File: config.mk
export PLATFORM = sky130hd
export DESIGN_NAME = dmem_responder
export DESIGN_NICKNAME = d
export VERILOG_FILES = /design/src/rtl/dmem_responder.sv
export SDC_FILE = /design/constraint.sdc
export NUM_CORES = 1
export LEC_CHECK = 0
export ABC_AREA = 1
export CORE_ASPECT_RATIO = 0.9
export CORE_UTILIZATION = 40
export DETAILED_ROUTE_END_ITERATION = 8
export DONT_BUFFER_PORTS = 1
export PLACE_DENSITY = 0.63
export SETUP_SLACK_MARGIN = 0.02
export SLEW_MARGIN = 0
export SYNTH_ARGS = -nofsm -noshare
export SYNTH_HDL_FRONTEND = slang
export SYNTH_SLANG_ARGS = --single-unit
File: constraint.sdc
create_clock -name clk_i -period 6.35 [get_ports clk_i]
set_input_delay 1.905 -clock clk_i [delete_from_list [all_inputs] [get_ports clk_i]]
set_output_delay 1.905 -clock clk_i [all_outputs]
set_load 0.03 [all_outputs]
File: src/rtl/dmem_responder.sv
// dmem_responder: multi-cycle data-memory responder for the MEM stage.
// Accepts one load/store at a time, stalls the pipeline for LATENCY cycles
// and signals completion with a one-cycle valid_o pulse.
// Optional misaligned-access trap: define DMEM_MISALIGN_TRAP_EN.
module dmem_responder #(
  parameter int unsigned DEPTH   = 32,
  parameter int unsigned LATENCY = 3
) (
  input  logic        clk_i,
  input  logic        rst_i,
  input  logic        MemRead_i,
  input  logic        MemWrite_i,
  input  logic [31:0] addr_i,
  input  logic [31:0] data_i,
  output logic [31:0] data_o,
  output logic        stall_o,
  output logic        valid_o,
  output logic        err_o
);

  localparam int unsigned IDX_W = $clog2(DEPTH);
  localparam int unsigned CNT_W = $clog2(LATENCY + 1);

  typedef enum logic [1:0] {
    ST_IDLE = 2'd0,
    ST_WAIT = 2'd1,
    ST_DONE = 2'd2
  } state_t;

  state_t             state;
  state_t             state_nxt;
  logic [CNT_W-1:0]   cnt;

  logic               lat_we;
  logic               lat_mis;
  logic [IDX_W-1:0]   lat_idx;
  logic [31:0]        lat_wdata;

  logic               req_c;
  logic               mis_in_c;
  logic               acc_we_c;
  logic               acc_mis_c;
  logic [IDX_W-1:0]   acc_idx_c;
  logic [31:0]        acc_wdata_c;
  logic               commit_c;
  logic               mem_we_c;
  logic               unused_addr_c;

  logic [31:0]        mem [DEPTH];

  assign req_c = MemRead_i | MemWrite_i;

`ifdef DMEM_MISALIGN_TRAP_EN
  assign mis_in_c = (addr_i[1:0] != 2'b00);
`else
  assign mis_in_c = 1'b0;
`endif

  // Upper address bits wrap; low bits only matter when the trap is enabled.
  assign unused_addr_c = ^{addr_i[31:IDX_W+2], addr_i[1:0]};

  // In IDLE the live inputs describe the access; afterwards the latched copy.
  always_comb begin
    acc_we_c    = lat_we;
    acc_mis_c   = lat_mis;
    acc_idx_c   = lat_idx;
    acc_wdata_c = lat_wdata;
    if (state == ST_IDLE) begin
      acc_we_c    = MemWrite_i;
      acc_mis_c   = mis_in_c;
      acc_idx_c   = addr_i[IDX_W+1:2];
      acc_wdata_c = data_i;
    end
  end

  // Completion edge: the edge that moves the FSM into DONE.
  always_comb begin
    commit_c = 1'b0;
    case (state)
      ST_IDLE: commit_c = req_c && (LATENCY == 32'd1);
      ST_WAIT: commit_c = (cnt == CNT_W'(1));
      default: commit_c = 1'b0;
    endcase
  end

  assign mem_we_c = commit_c & acc_we_c & ~acc_mis_c & ~rst_i;

  // State register.
  always_ff @(posedge clk_i or posedge rst_i) begin
    if (rst_i) begin
      state <= ST_IDLE;
    end else begin
      state <= state_nxt;
    end
  end

  // Next-state logic; DONE always returns to IDLE so a held request is not re-taken.
  always_comb begin
    state_nxt = state;
    case (state)
      ST_IDLE: begin
        if (req_c) begin
          state_nxt = (LATENCY == 32'd1) ? ST_DONE : ST_WAIT;
        end
      end
      ST_WAIT: begin
        if (cnt == CNT_W'(1)) begin
          state_nxt = ST_DONE;
        end
      end
      ST_DONE: state_nxt = ST_IDLE;
      default: state_nxt = ST_IDLE;
    endcase
  end

  // Stall: request-driven in IDLE, forced while counting, released in DONE and reset.
  always_comb begin
    stall_o = 1'b0;
    case (state)
      ST_IDLE: stall_o = req_c & ~rst_i;
      ST_WAIT: stall_o = ~rst_i;
      default: stall_o = 1'b0;
    endcase
  end

  // Request latch, latency counter and registered completion outputs.
  always_ff @(posedge clk_i or posedge rst_i) begin
    if (rst_i) begin
      cnt       <= '0;
      lat_we    <= 1'b0;
      lat_mis   <= 1'b0;
      lat_idx   <= '0;
      lat_wdata <= '0;
      data_o    <= '0;
      valid_o   <= 1'b0;
      err_o     <= 1'b0;
    end else begin
      valid_o <= commit_c;
      err_o   <= commit_c & acc_mis_c;
      if ((state == ST_IDLE) && req_c) begin
        lat_we    <= MemWrite_i;
        lat_mis   <= mis_in_c;
        lat_idx   <= addr_i[IDX_W+1:2];
        lat_wdata <= data_i;
        cnt       <= CNT_W'(LATENCY - 1);
      end else if (state == ST_WAIT) begin
        cnt <= cnt - CNT_W'(1);
      end
      if (commit_c && !acc_we_c && !acc_mis_c) begin
        data_o <= mem[acc_idx_c];
      end
    end
  end

  // Storage array; never cleared by reset.
  always_ff @(posedge clk_i) begin
    if (mem_we_c) begin
      mem[acc_idx_c] <= acc_wdata_c;
    end
  end

endmodule

==> flow_metrics.tcl, run 1 <==
set metrics [dict create \
    final_net_count 4552 \
    synthesis.area_um2 46700 \
    setup.reg_to_reg.worst_slack_ps 2260 \
    cts_tree "yes" \
    ctsHoldBuffers 0 \
    htreeDepth 3 \
    drt_drc_violations_left 0 \
    grt_max_degree 159 \
    number_of_clock_buffers_inserted_by_tritoncts 108 \
    slew-limit-headroom 0.177 \
    timing.setup.tns_ps 0 \
    detailroute.via_count 32507 \
    max_slew.worst_pin.slew_ps 1230 \
    dpl.hpwl_um 71700 \
    cts_sinks 1099 \
    maxCapViolCount 0 \
    drive_gt1_frac 0.0830 \
    total_power_uw 27300 \
    run_status "complete, no violations" \
    cp_data_arrival_time_ps 2820 \
    synth.yosys.seq_area_share 0.699 \
    detailed_route_vias_per_instance 5.29 \
    cts_repair_resize_count 0 \
    timing_worst_setup_path_type "in -> out" \
    routed_wl_um 136000 \
    area_delta_synth_final_pct 13.1 \
    setup.worst_path.end_class "output pin" \
    placed_area_um2 49000 \
    cts.path.max_buffers 3 \
    layout_worst_path_cycle_share 0.745 \
    power_density_nw_per_um2 518 \
    die-height_um 326 \
    route.detailed.wl_per_inst_um 22.1 \
    required_ps 4450 \
    drt-initial-drc-count 3972 \
    grt_usage 0.229 \
    hold_path.class "reg -> reg" \
    number_of_iterations_in_the_first_detailed_routing_pass 5 \
    synthDistinctLibCells 29 \
    floorplan.die_area_um2 118000 \
    globalplace.congestion 0.803 \
    critPathLaunchType "input pin" \
    synth-seq-cells 1099 \
    clk_pin_slew_worst_paths_ps 60 \
    ys.flop_type "edfxtp_1" \
    syn-mean-instance-area_um2 10.3 \
    initial_antenna_violation_count 3 \
    ys_warn_count 0 \
    edff_count_synth 1024 \
    floorplan.die.width_um 362 \
    fmax_ghz 0.211 \
    synthArstFlopShare 0.0682 \
    finalWorstPathRequiredPeriod_ps 4730 \
    initial_core_util 0.405 \
    final_util 0.458 \
    fp.coreArea_um2 115000 \
    pin_count 103 \
    clock_tree.root_cell "clkbuf_16" \
    final-max-slew-violation-count 0 \
    clk_latency_ps 720 \
    port_buffers 0 \
    finalHoldViolCount 0 \
    postSynthCellCount 4526 \
    vias_in_the_first_global_route 30456 \
    drtAntennaViolNets 0 \
    cts.repair_timing.setup_buffer_count 0 \
    unrepaired_setup_endpoints_after_global_routing "false" \
    mappedNetlistNets 4595 \
    floorplan.rows 118 \
    power.ir.vdd_worst_uv 469 \
    design_area_um2 52800 \
    final-setup-viol-count 0 \
    overflow 0 \
    grt_pass1_wl_um 200000 \
    fin_worst_skew_ps 24.7 \
    critPathMaxFanout 18 \
    total_leakage_power_uw 0.0214 \
]
-- cell usage after synthesis (2+ instances only) --
master	number	share of area
nand3_2	2	0.00043
buf_4	8	0.0013
or2_1	28	0.0038
clkbuf_1	100	0.0080
buf_1	30	0.0024
nand2_4	2	0.00048
edfxtp_1	1024	0.66
dfrtp_1	75	0.040
nand2_1	2294	0.18
o21ai_0	72	0.0077
clkinv_1	27	0.0022
nor2_1	105	0.0084
a21oi_1	8	0.00086
inv_1	81	0.0065
buf_2	123	0.013
or2_2	2	0.00027
nand3_1	514	0.055
nand2_2	4	0.00054
o21ai_2	5	0.00094
nor3_2	6	0.0013
o21ai_1	2	0.00021
inv_2	7	0.00056
-- state kept, by name, summed over array words and instances, names as in the netlist --
register and count:
state 2, valid_o 1, lat_we 1, mem 1024, cnt 2, data_o 32
lat_wdata 32, lat_idx 5
-- critical path: stages --
cell	delay (ps)
o21ai_4	130
clkinv_1	370
nor2_1	250
nor2_1	170
-- where the power goes --
part	total, uW	internal (uW)	switching [uW]	leakage, uW
clock network	6770	3940	2830	0.00184
registers	9920	9540	382	0.0102
logic	10700	2500	8150	0.00943
-- routing by layer --
layer  vias up  track usage  routed length, um
met5         -            0                 21
met4         4       0.0730               4150
met3       277       0.0408              12600
met2      1583        0.358              61800
met1     15719        0.323              57300
li1      14924            -                  -
-- cell families after synthesis --
| logic type | count (synthesis) | share of synthesized area |
|---|---|---|
| AND/OR/NAND/NOR | 2959 | 0.256 |
| flip-flops | 1099 | 0.699 |
| buffers and inverters | 377 | 0.0344 |
| AO/OA/AOI/OAI | 89 | 0.0102 |
| adder cells (fa/ha/maj) | 1 | 0.000268 |
| other | 1 | 0.0000804 |
-- path summary, 6_finish.rpt --
| kind | to | cells past startpoint | from |
|---|---|---|---|
| min in group asynchronous | cnt[0]$_DFFE_PP0P_ | 1 | rst_i |
| worst min-delay path | lat_wdata[13]$_DFFE_PP0P_ | 2 | lat_wdata[13]$_DFFE_PP0P_ |
| worst min register to register | lat_wdata[13]$_DFFE_PP0P_ | 2 | lat_wdata[13]$_DFFE_PP0P_ |
| worst max register to register | mem[1][15]$_DFFE_PP_ | 9 | state[1]$_DFFE_PP0P_ |
| max in group asynchronous | data_o[22]$_DFFE_PP0P_ | 2 | rst_i |
| worst max-delay path | stall_o | 4 | MemWrite_i |
-- stage by stage --
stage	worst slack [ps]	hold WS [ps]	std cells
after CTS	1610	488	6139
after floorplan	1680	453	4526
after global placement	1390	467	5933
after detailed placement	1360	473	5933
final	1620	483	6140
after global routing	1470	506	6139
-- cell usage in the layout, fill, tap and decap left out, drive strengths merged --
cell type / n
nand3: 516
bufinv: 17
nor3: 6
clkinv: 67
o21ai: 80
edfxtp: 1024
nor2: 106
o211ai: 1
clkinvlp: 4
nor4: 1
dfrtp: 75
conb: 1
a21oi: 8
clkbuf: 140
ha: 1
diode: 1
nand2: 2300
or2: 30
inv: 93
buf: 109
-- final cells by class --
type                            count  area [um2]
Fill cell                       10413       62500
Multi-Input combinational cell   3050       13000
Tap cell                         1560        1950
Timing Repair Buffer              109        1020
Inverter                          115         442
Sequential cell                  1099       32600
Clock inverter                     66         830
Antenna cell                        1        2.50
Clock buffer                      140        2910
Note: power is estimated with default switching activity, not from simulation.
==> inputs of run 2 (changes only) <==
PLACE_DENSITY = 0.65   (was 0.63)
clock period = 4.34 ns   (was 6.35 ns; I/O delays follow)
==> run 2 against run 1 <==
Die area is the same. Non-clock buffer count is 13 higher. Sequential share of layout area increased by 0.22 points. Critical endpoint unchanged. Worst setup slack got worse by 1200 ps. Sequential cell count stayed put. Cell area decreased by 0.36%. Clock skew grew 2.4 ps. Register-to-register slack lost 1200 ps. Via count shrank 0.84%. Clock power grew 34%. Largest cell class unchanged. Highest routed layer is now met4. Core utilization fell by 0.16 points.
==> flow_metrics.tcl, run 2 (synthesized netlist as in run 1, its figures left out) <==
set metrics [dict create \
    cts_tree "yes" \
    cts_repair_resize_count 0 \
    drt_drc_violations_left 0 \
    timing.setup.tns_ps 0 \
    area_delta_synth_final_pct 12.7 \
    critical-path-slowest-cell "nor2_8" \
    clock_tree.root_cell "clkbuf_16" \
    largest_registers "mem x1024, data_o x32, lat_wdata x32" \
    vias_in_the_first_global_route 30467 \
    detailed_route_vias_per_instance 5.24 \
    critPathMaxFanout 27 \
    floorplan.die_area_um2 118000 \
    max_slew.worst_pin.slew_ps 1220 \
    setup.worst_path.end_class "output pin" \
    placed_area_um2 49200 \
    required_ps 3040 \
    switching_share 0.418 \
    number_of_iterations_in_the_first_detailed_routing_pass 6 \
    drt-initial-drc-count 3581 \
    grt.met3_usage 0.0408 \
    power_switching_uw 16400 \
    placement.setup.worst_slack_ps 788 \
    grt_usage 0.219 \
    power.ir.vdd_worst_uv 877 \
    htreeDepth 3 \
    floorplan.rows 118 \
    final-setup-viol-count 0 \
    maxCapViolCount 0 \
    cts_sinks 1099 \
    port_buffers 0 \
    layout_worst_path_cycle_share 0.902 \
    total_area_of_multi_input_combinational_cells_um2 13000 \
    area.sequential_um2 32600 \
    number_of_clock_buffers_inserted_by_tritoncts 105 \
    registers.top_by_ff_count "mem" \
    clk_pin_slew_worst_paths_ps 70 \
    dpl.hpwl_um 70000 \
    finalWorstSetupSlack_ps 423 \
    met2_usage 0.342 \
    cts.path.max_buffers 3 \
    globalplace.congestion 0.806 \
    top_usage_layer "met2" \
    overflow 0 \
    die-height_um 326 \
    n_fill_cell 10445 \
    fin_worst_skew_ps 27.1 \
    grt_pass1_wl_um 194000 \
    cpPeakStageDelay_ps 530 \
    cts.repair_timing.setup_buffer_count 0 \
    pwr-share-comb 0.396 \
    slew-limit-headroom 0.187 \
    design_area_um2 52600 \
    detailroute.via_count 32235 \
    layout_common_cells "nand2_1, edfxtp_1, nand3_1" \
    fmax_ghz 0.255 \
    floorplan.die.width_um 362 \
    power_frac_seq 0.372 \
    ctsHoldBuffers 0 \
    critPathLaunchType "flop" \
    hold_path.class "reg -> reg" \
    finalWorstPathRequiredPeriod_ps 3920 \
    run_status "complete, no violations" \
    total_power_uw 39200 \
    layout_commonest_cell "nand2_1" \
    finalHoldViolCount 0 \
    grt.met1_usage 0.311 \
    drive_gt1_frac 0.0796 \
    clock_power_share 0.232 \
    final-max-slew-violation-count 0 \
    cell_internal_pwr_uw 22800 \
    pin_count 103 \
    unrepaired_setup_endpoints_after_global_routing "false" \
    initial_antenna_violation_count 2 \
    routed_wl_um 130000 \
    final_net_count 4562 \
    grt_max_degree 202 \
    worst_path_most_repeated_cell "nor2_1" \
    path_cells "nor2_8 -> o21ai_4 -> clkinv_1 -> nor2_1 -> nor2_1" \
    cp_data_arrival_time_ps 2610 \
    power_density_nw_per_um2 745 \
    largest_reg_flops 1024 \
    clk_latency_ps 710 \
    initial_core_util 0.405 \
    fp.coreArea_um2 115000 \
    drtAntennaViolNets 0 \
    total_leakage_power_uw 0.0213 \
    timing_worst_setup_path_type "reg -> out" \
    route.detailed.wl_per_inst_um 21.2 \
]
## run 2: changes by cell type in the layout (fill, tap and decap cells not counted)
cell | before | now
clkbuf_1 | 23 | 28
clkbuf_8 | 9 | 8
clkbuf_16 | 108 | 105
buf_4 | 93 | 98
clkinvlp_4 | 4 | 3
buf_12 | 16 | 24
clkinv_16 | 1 | 0
clkinv_2 | 26 | 13
diode_2 | 1 | 3
clkinv_1 | 38 | 52
bufinv_16 | 17 | 8
## run 2: final timing paths
kind | startpoint | to | slack [ps] | cells after the start
worst max register to register | state[0]$_DFFE_PP0P_ | mem[16][15]$_DFFE_PP_ | 1030 | 9
worst min-delay path | lat_wdata[10]$_DFFE_PP0P_ | lat_wdata[10]$_DFFE_PP0P_ | 480 | 2
min in group asynchronous | rst_i | lat_wdata[1]$_DFFE_PP0P_ | 690 | 1
worst min register to register | lat_wdata[10]$_DFFE_PP0P_ | lat_wdata[10]$_DFFE_PP0P_ | 480 | 2
worst max-delay path | state[0]$_DFFE_PP0P_ | stall_o | 420 | 5
max in group asynchronous | rst_i | lat_wdata[6]$_DFFE_PP0P_ | 2740 | 2
## run 2: stage by stage
step | utilization | cells | hold slack (ps)
after floorplan | - | 4526 | 453
after global placement | 0.427 | 5946 | 466
after detailed placement | 0.427 | 5946 | 473
after CTS | 0.456 | 6143 | 490
after global routing | 0.456 | 6143 | 500
final | 0.456 | 6146 | 484
## run 2: routing by layer
| layer | part of all wire | vias to the layer above |
|---|---|---|
| li1 | - | 14947 |
| met1 | 0.43 | 15620 |
| met2 | 0.45 | 1455 |
| met3 | 0.092 | 213 |
| met4 | 0.026 | 0 |
| met5 | 0 | - |
## run 2: final cells by class
cell class                      count  share of cell area
Sequential cell                  1099               0.621
Inverter                          115             0.00840
Timing Repair Buffer              122              0.0231
Antenna cell                        3            0.000143
Clock inverter                     56             0.00969
Clock buffer                      141              0.0541
Multi-Input combinational cell   3050               0.247
Tap cell                         1560              0.0371
## run 2: worst max-delay path, delay by kind of cell, from the launching register on
kind,cells,cell delay (ps)
AND/OR/NAND/NOR,3,1070
flip-flops,1,440
buffers and inverters,1,270
AO/OA/AOI/OAI,1,110
## run 2: power groups by stage
stage	Clock, uW	Sequential [uW]	Combinational [uW]
2_1_floorplan	0	14800	10000
3_3_place_gp	0	14800	15200
3_5_place_dp	0	14800	15400
4_1_cts	9180	14600	15500
5_1_grt	9550	14600	17200
6_report	9090	14600	15500
